`config.mk`:
```
export PLATFORM = sky130hd
export DESIGN_NAME = cla_share_arbiter
export DESIGN_NICKNAME = d
export VERILOG_FILES = /design/src/rtl/cla_share_arbiter.sv
export SDC_FILE = /design/constraint.sdc
export NUM_CORES = 1
export LEC_CHECK = 0
export BUFFER_PORTS_ARGS = -buffer_cell sky130_fd_sc_hd__buf_2
export CAP_MARGIN = 30
export CORE_MARGIN = 2
export CORE_UTILIZATION = 50
export DETAILED_ROUTE_END_ITERATION = 10
export GPL_TIMING_DRIVEN = 1
export PLACE_DENSITY = 0.85
export SLEW_MARGIN = 0
export SYNTH_ARGS = -nofsm -noshare
export SYNTH_HDL_FRONTEND = slang
export SYNTH_SLANG_ARGS = --single-unit
```
`constraint.sdc`:
```
create_clock -name clk -period 3.57 [get_ports clk]
set_input_delay 0 -clock clk [delete_from_list [all_inputs] [get_ports clk]]
set_output_delay 0 -clock clk [all_outputs]
set_load 0.05 [all_outputs]
```
`src/rtl/cla_share_arbiter.sv`:
```
// Two-requester round-robin front end for a registered 4-bit carry-lookahead adder (operand stage -> CLA -> result stage).
// Optional grant counters are compiled in when CLA_ARB_STATS_EN is defined.
module cla_share_arbiter #(
  parameter int DATA_W = 4,
  parameter int STAT_W = 8
) (
  input  logic              clk,
  input  logic              rst,
  input  logic              r0_valid,
  output logic              r0_ready,
  input  logic [DATA_W-1:0] r0_a,
  input  logic [DATA_W-1:0] r0_b,
  input  logic              r0_cin,
  input  logic              r1_valid,
  output logic              r1_ready,
  input  logic [DATA_W-1:0] r1_a,
  input  logic [DATA_W-1:0] r1_b,
  input  logic              r1_cin,
  output logic              out_valid,
  input  logic              out_ready,
  output logic [DATA_W:0]   out_sum,
  output logic              out_id
`ifdef CLA_ARB_STATS_EN
  ,
  output logic [STAT_W-1:0] gnt0_cnt,
  output logic [STAT_W-1:0] gnt1_cnt
`endif
);

  if (DATA_W != 4 || STAT_W < 1) begin : g_param_check
    $error("cla_share_arbiter supports DATA_W=4 and STAT_W>=1 only");
  end

  // Flat two-level lookahead: every carry is a sum of products of g, p and cin.
  function automatic logic [DATA_W:0] cla_add(input logic [DATA_W-1:0] a,
                                               input logic [DATA_W-1:0] b,
                                               input logic              cin);
    logic [DATA_W-1:0] g;
    logic [DATA_W-1:0] p;
    logic [DATA_W:0]   c;
    logic              prop;
    g    = a & b;
    p    = a ^ b;
    c    = '0;
    c[0] = cin;
    for (int i = 0; i < DATA_W; i++) begin
      c[i+1] = g[i];
      prop   = p[i];
      for (int j = i - 1; j >= 0; j--) begin
        c[i+1] = c[i+1] | (prop & g[j]);
        prop   = prop & p[j];
      end
      c[i+1] = c[i+1] | (prop & cin);
    end
    return {c[DATA_W], p ^ c[DATA_W-1:0]};
  endfunction

  logic              vld_p1;
  logic [DATA_W-1:0] a_p1;
  logic [DATA_W-1:0] b_p1;
  logic              cin_p1;
  logic              id_p1;
  logic              rr_ptr;
  logic              adv1;
  logic              adv2;
  logic              gnt0;
  logic              gnt1;

  always_comb begin
    adv2 = !out_valid || out_ready;
    adv1 = !vld_p1 || adv2;
    gnt0 = 1'b0;
    gnt1 = 1'b0;
    if (!rst && adv1) begin
      if (r0_valid && (!r1_valid || !rr_ptr)) gnt0 = 1'b1;
      else if (r1_valid)                      gnt1 = 1'b1;
    end
  end

  assign r0_ready = gnt0;
  assign r1_ready = gnt1;

  // Stage 1: operand register (data path carries no reset)
  always_ff @(posedge clk) begin
    if (gnt0 || gnt1) begin
      a_p1   <= gnt1 ? r1_a   : r0_a;
      b_p1   <= gnt1 ? r1_b   : r0_b;
      cin_p1 <= gnt1 ? r1_cin : r0_cin;
      id_p1  <= gnt1;
    end
  end

  // Stage 2: result register plus control state
  always_ff @(posedge clk) begin
    if (rst) begin
      vld_p1    <= 1'b0;
      out_valid <= 1'b0;
      out_sum   <= '0;
      out_id    <= 1'b0;
      rr_ptr    <= 1'b0;
    end else begin
      if (adv1) vld_p1 <= gnt0 || gnt1;
      // Next contest favours the side that did not just win.
      if (gnt0 || gnt1) rr_ptr <= gnt0;
      if (adv2) begin
        out_valid <= vld_p1;
        out_sum   <= cla_add(a_p1, b_p1, cin_p1);
        out_id    <= id_p1;
      end
    end
  end

`ifdef CLA_ARB_STATS_EN
  always_ff @(posedge clk) begin
    if (rst) begin
      gnt0_cnt <= '0;
      gnt1_cnt <= '0;
    end else begin
      if (gnt0) gnt0_cnt <= gnt0_cnt + 1'b1;
      if (gnt1) gnt1_cnt <= gnt1_cnt + 1'b1;
    end
  end
`endif

endmodule
```
==> run metrics, run 1 <==
Final Max Slew Viols=0; initial core utilization=51.8%; TritonCTS Buffers=3; multi-input logic area=474 µm²; cell area after layout=1420 µm²; CTS tree=built; cell repeated most along the worst path=dlygate4sd3_1; Reg2Reg Depth=3; maximum clock rate=470 MHz; Top delay family on crit path=buffers and inverters; xor and xnor fraction of the mapped netlist area=0.879%; GRT Residual Overflow=0; Crit path depth=6; Synth Cell Area=996 µm²; CTS Root Cell=clkbuf_4; crit path launch type=input pin; gr usage total=21.1%; Compound-Gate Fraction of Synth Area=13.6%; die area=2360 µm²; maximum resistive drop on vdd=0.261 mV; post-synthesis simple-gate area fraction=12.6%; # DRC=0; post-synthesis mux area share=13.6%; Synth area leaders=edfxtp_1 (30%), dfxtp_1 (18%), mux2_4 (14%); element type at the critical path end=flop; Setup TNS=0 ns; Routed WL per cell=13.1 µm; Final Wtd Congestion=0.739; area added between synthesis and finish=42.3%; DRT Wirelength=2130 µm; Lkg Pwr=0.669 nW; antenna diode count=0; Setup Viol. Count Final=0; worst skew pair latency=0.31 ns; status=complete, no violations; DR vias=847; largest net degree at the start of global routing=12; first-pass GRT wire length=3770 µm; post-place setup slack=1.92 ns; Post-CTS Hold Buffers=22; clock sink count=19; CP max-delay cell=dlygate4sd3_1; vias per cell=5.20; Max Root-Sink Buffers=2; Worst Slack Setup Final=1.44 ns; Post-Synthesis Net Count=109; RSZ-0062 raised after global routing=no; DP Wirelength=1410 µm; row count=16; Pre-Repair DR Iteration Count=4; Buffers & Inverters on Critical Path=4; pin slew with the least headroom to its limit=0.822 ns; post-synth top area share=30.2%; first-iteration detailed-routing DRC count=15; PortBufs=31; Yosys cell types=33; layout cell share with drive strength beyond 1=36.8%; Placed Area=1170 µm²; critical path, cell by cell=dlygate4sd3_1 -> buf_2 -> inv_1 -> o2111ai_4 -> mux2_4 -> dlygate4sd3_1; Antenna Nets Post-Route=0; Period minus WS final=2.13 ns; H-tree levels=1; yosys warns=0; Slew headroom=45.0%; cell taking the most area after synthesis=edfxtp_1; CTS clk-pin slew, worst paths=0.11 ns; Final Hold Vio Count=0; CP peak stage delay=0.56 ns; Hold Path Stages=3; worst-path maximum fanout=11; Final Cycle Share=59.6%; Max Clock Skew=0.00652 ns; fillers=147; Register Area=480 µm²; critical path required time=3.64 ns; initial antenna violation count=0; Resize count post-CTS=0; chip height=48.6 µm; post-CTS setup buffer count=0; hold_ws=0.0765 ns; fin nets=165; register area share after synthesis=48.2%; die width=48.6 µm; critical path class=in -> reg; Hold Crit Class=in -> reg; I/O pin count=32; max cap viols=0; core area=1920 µm²; Avg Cell Area, Syn=12.3 µm²; synthesized instance count=81; worst path arrival time=2.19 ns; vias in the first global route=877; adder-cell share of the synthesized area=7.04%; pwr/cell area=373 nW/µm²; #FFs+latches synth=19; largest family of logic cells by synthesized area=compound AO/OA/AOI/OAI gates
final cells by class:
cell class,instances,share of cell area [%]
sequential,19,33.9
multi-input combinational,53,33.5
timing repair buffer,53,26.5
tap,27,2.38
inverter,7,1.85
clock buffer,3,1.59
clock inverter,1,0.353
routing by layer:
layer / part of all wire, % / up-vias / track usage [%] / routed length [µm]
li1: - / 412 / - / -
met1: 40 / 392 / 24.0 / 843
met2: 53 / 38 / 38.1 / 1130
met3: 5.6 / 5 / 3.70 / 120
met4: 1.9 / 0 / 10.0 / 41
met5: 0 / - / 0 / 0
synthesized netlist by cell type (all sizes together):
master	count
a2111oi	1
a211o	1
a211oi	2
a21oi	5
a311oi	1
a41oi	1
and2	1
buf	1
clkbuf	1
dfxtp	9
edfxtp	10
fa	1
ha	4
inv	7
mux2	9
nand2	5
nand2b	1
nand3	1
nand3b	1
nand4	1
nor2	6
nor2b	1
nor3	2
nor4bb	1
o2111ai	1
o211ai	1
o21a	1
o21ai	1
o41ai	1
or2	1
or4	1
xnor2	1
worst reg2reg max path, delay by kind of cell, from the launching register on:
family | cells | cell delay (ns)
buffers and inverters | 1 | 0.56
flip-flops | 1 | 0.38
AO/OA/AOI/OAI | 1 | 0.49
multiplexers | 1 | 0.34
layout by cell type (no fill, tap or decap), drive strengths merged, types with 2 or more instances in the layout:
| cell | instances |
|---|---|
| nor2 | 6 |
| dlygate4sd3 | 22 |
| dfxtp | 9 |
| ha | 4 |
| clkbuf | 3 |
| nor3 | 2 |
| a21oi | 5 |
| nand2 | 5 |
| mux2 | 9 |
| edfxtp | 10 |
| buf | 31 |
| a211oi | 2 |
| inv | 7 |
power by group:
part	total, mW	leakage, nW	internal [mW]	switching [mW]
sequential	0.261	0.171	0.251	0.0102
clock	0.113	0.0177	0.0419	0.0714
combinational	0.155	0.481	0.0704	0.0843
total	0.529	0.669	0.363	0.166
sequential cells by signal, summed over array words and instances, names as in the netlist:
name and flops:
out_id 1, cin_p1 1, out_sum 5, rr_ptr 1, a_p1 4, out_valid 1
id_p1 1, vld_p1 1, b_p1 4
final timing paths:
kind         endpoint  slack (ns)  startpoint
max           b_p1[0]        1.44         rst
min            vld_p1        0.08   out_ready
max reg2reg   b_p1[0]        1.56      rr_ptr
min reg2reg    out_id        0.46      out_id
cells by family (layout without fill, tap and decap cells):
kind of cell / count (synthesis) / in the layout
xor+xnor: 1 / 1
mux: 9 / 9
compound gates: 16 / 16
flops: 19 / 19
simple gates: 22 / 22
fa+ha+maj: 5 / 5
buf+inv: 9 / 64
per-stage QoR:
stage          total power [mW]  utilization, %  std cells
2_1_floorplan             0.362               -         81
3_3_place_gp              0.391            60.9        137
3_5_place_dp              0.397            60.9        137
4_1_cts                   0.529            73.8        163
5_1_grt                   0.557            73.8        163
6_report                  0.529            73.8        163
Note: power is estimated with default switching activity, not from simulation.
==> inputs of run 2 (changes only) <==
--- a/config.mk
+++ b/config.mk
@@ -8,10 +8,10 @@
 export BUFFER_PORTS_ARGS = -buffer_cell sky130_fd_sc_hd__buf_2
 export CAP_MARGIN = 30
 export CORE_MARGIN = 2
-export CORE_UTILIZATION = 50
+export CORE_UTILIZATION = 49
 export DETAILED_ROUTE_END_ITERATION = 10
 export GPL_TIMING_DRIVEN = 1
-export PLACE_DENSITY = 0.85
+export PLACE_DENSITY = 0.83
 export SLEW_MARGIN = 0
 export SYNTH_ARGS = -nofsm -noshare
 export SYNTH_HDL_FRONTEND = slang
==> constraint.sdc (replaced) <==
create_clock -name clk -period 2 [get_ports clk]
set_input_delay 0 -clock clk [delete_from_list [all_inputs] [get_ports clk]]
set_output_delay 0 -clock clk [all_outputs]
set_load 0.05 [all_outputs]
==> run 2 against run 1 <==
Flip-flop and latch count is the same. Count of clock-buffer cells in the layout is the same. Die area grew 1.9%. Combinational power grew 73%. Sequential share of layout area grew 0.30 points. Utilization shrank 1.4 points. Clock power grew 79%. Largest power group unchanged.
==> run metrics, run 2 (synthesis gave the netlist of run 1 again) <==
Final Max Slew Viols=0 (unchanged); max cap viols=0 (unchanged); maximum clock rate=602 MHz; initial core utilization=51.3% (-0.53 points); fillers=133 (-9.5%); post-place setup slack=0.358 ns (-1.56 ns); RSZ-0062 raised after global routing=no; CP max-delay cell=edfxtp_1; DP Wirelength=1370 µm (-2.8%); initial antenna violation count=0 (unchanged); pin slew with the least headroom to its limit=0.550 ns (-0.273 ns); TritonCTS Buffers=3 (unchanged); commonest cells after routing, fill and taps aside=buf_2 (31), dlygate4sd3_1 (20), edfxtp_1 (10), mux2_4 (9), dfxtp_1 (9); worst-path maximum fanout=4 (-7); critical path class=reg -> reg; pwr/cell area=666 nW/µm² (+78%); r2r setup slk=0.34 ns (-1.22 ns); CTS Root Cell=clkbuf_4; Max Root-Sink Buffers=2 (unchanged); PortBufs=31 (unchanged); chip height=49.1 µm (+0.94%); Pre-Repair DR Iteration Count=4 (unchanged); CTS clk-pin slew, worst paths=0.11 ns (about the same); core area=1940 µm² (+1.0%); antenna diode count=0 (unchanged); Resize count post-CTS=0 (unchanged); vias per cell=5.15 (-0.81%); max reg flops=5 (unchanged); Routed WL per cell=13.4 µm (+2.6%); worst skew pair latency=0.31 ns (about the same); Buffers & Inverters on Critical Path=0 (-4); status=complete, no violations; Setup Viol. Count Final=0 (unchanged); clock sink count=19 (unchanged); DR vias=835 (-1.4%); gr usage total=20.8% (-0.30 points); Top delay family on crit path=compound AO/OA/AOI/OAI gates; critical path required time=2.20 ns (-1.44 ns); worst reg2reg startpoint=a_p1[0]; Placed Area=1180 µm² (+0.64%); first-pass GRT wire length=3820 µm (+1.3%); Hold Path Stages=2 (-1); area added between synthesis and finish=41.1%; Antenna Nets Post-Route=0 (unchanged); Reg2Reg Depth=4 (+1); Final Cycle Share=83.1%; I/O pin count=32 (unchanged); CTS tree=built; Largest Register=out_sum; fin nets=164 (-0.61%); post-CTS setup buffer count=0 (unchanged); largest net degree at the start of global routing=12 (unchanged); Period minus WS final=1.66 ns; cell area after layout=1410 µm² (-0.88%); placed cells=138 (+0.73%); Final Hold Vio Count=0 (unchanged); H-tree levels=1 (unchanged); Register Area=480 µm² (unchanged); crit path launch type=flop; critical path, cell by cell=ha_1 -> a211o_1 -> a2111oi_0 -> nor3_1; Largest regs=out_sum: 5 flops, a_p1: 4 flops, b_p1: 4 flops; Worst Slack Setup Final=0.338 ns (-1.11 ns); multi-input logic area=474 µm² (unchanged); worst path arrival time=1.86 ns (-0.33 ns); hold path startpoint=r0_b[2]; row count=16 (unchanged); layout cell share with drive strength beyond 1=37.8% (+1.0 points); Hold Crit Class=in -> reg; most common cell after layout, fill and taps aside=buf_2; die width=49.1 µm (+0.94%); WHS Endpoint=b_p1[2]; final core occ=72.4% (-1.4 points); Slew headroom=63.3% (+18 points); Max Clock Skew=0.00432 ns (-0.00220 ns); die area=2410 µm² (+1.9%); GRT Residual Overflow=0 (unchanged); DRT Wirelength=2180 µm (+2.0%); Setup TNS=0 ns (unchanged); element type at the critical path end=flop; Lkg Pwr=0.666 nW (-0.50%); Final Non-Filler Cells=162 (-0.61%); Final Wtd Congestion=0.755 (+2.2%); # DRC=0 (unchanged); first-iteration detailed-routing DRC count=12 (-3); maximum resistive drop on vdd=0.421 mV (+61%); vias in the first global route=912 (+4.0%); FF-to-FF End=out_sum[4]; CP peak stage delay=0.42 ns (-0.14 ns)
[run 2: timing repair]
item / CTS / global route
hold buffers: 20 / 0
hold endpoints to repair: 14 / 0
setup endpoints to repair: 0 / 0
[run 2: where the power goes]
part           leakage, nW  internal [mW]  switching (mW)
clock network       0.0177         0.0747           0.127
logic                0.477          0.119           0.149
registers            0.171          0.447          0.0180
[run 2: stage by stage]
stage          hold slack, ns  total power, mW
2_1_floorplan           0.116            0.646
5_1_grt               0.00258            0.984
3_5_place_dp            0.289            0.709
6_report               0.0127            0.935
3_3_place_gp            0.281            0.700
4_1_cts              0.000242            0.932
[run 2: per-layer routing]
layer / vias up / track usage [%] / share of wire, %
met4: 0 / 7.14 / 1.9
li1: 407 / - / -
met1: 391 / 23.0 / 41
met3: 5 / 4.60 / 4.7
met2: 32 / 38.7 / 52
met5: - / 0 / 0
[run 2: worst max-delay path by stage]
stage	start	to	cells after the start
after CTS	a_p1[0]	out_sum[4]	4
after global routing	a_p1[0]	out_sum[4]	4
after floorplan	out_valid	r0_ready	3
after global placement	a_p1[0]	out_sum[4]	4
after detailed placement	a_p1[0]	out_sum[4]	4
final	a_p1[0]	out_sum[4]	4
[run 2: layout make-up]
class,count,share of cell area (%)
clock buffers,3,1.60
clock inverters,1,0.356
inverters,7,1.87
multi-input cells,53,33.7
flip-flops and latches,19,34.2
well taps,27,2.40
repair buffers,52,25.8
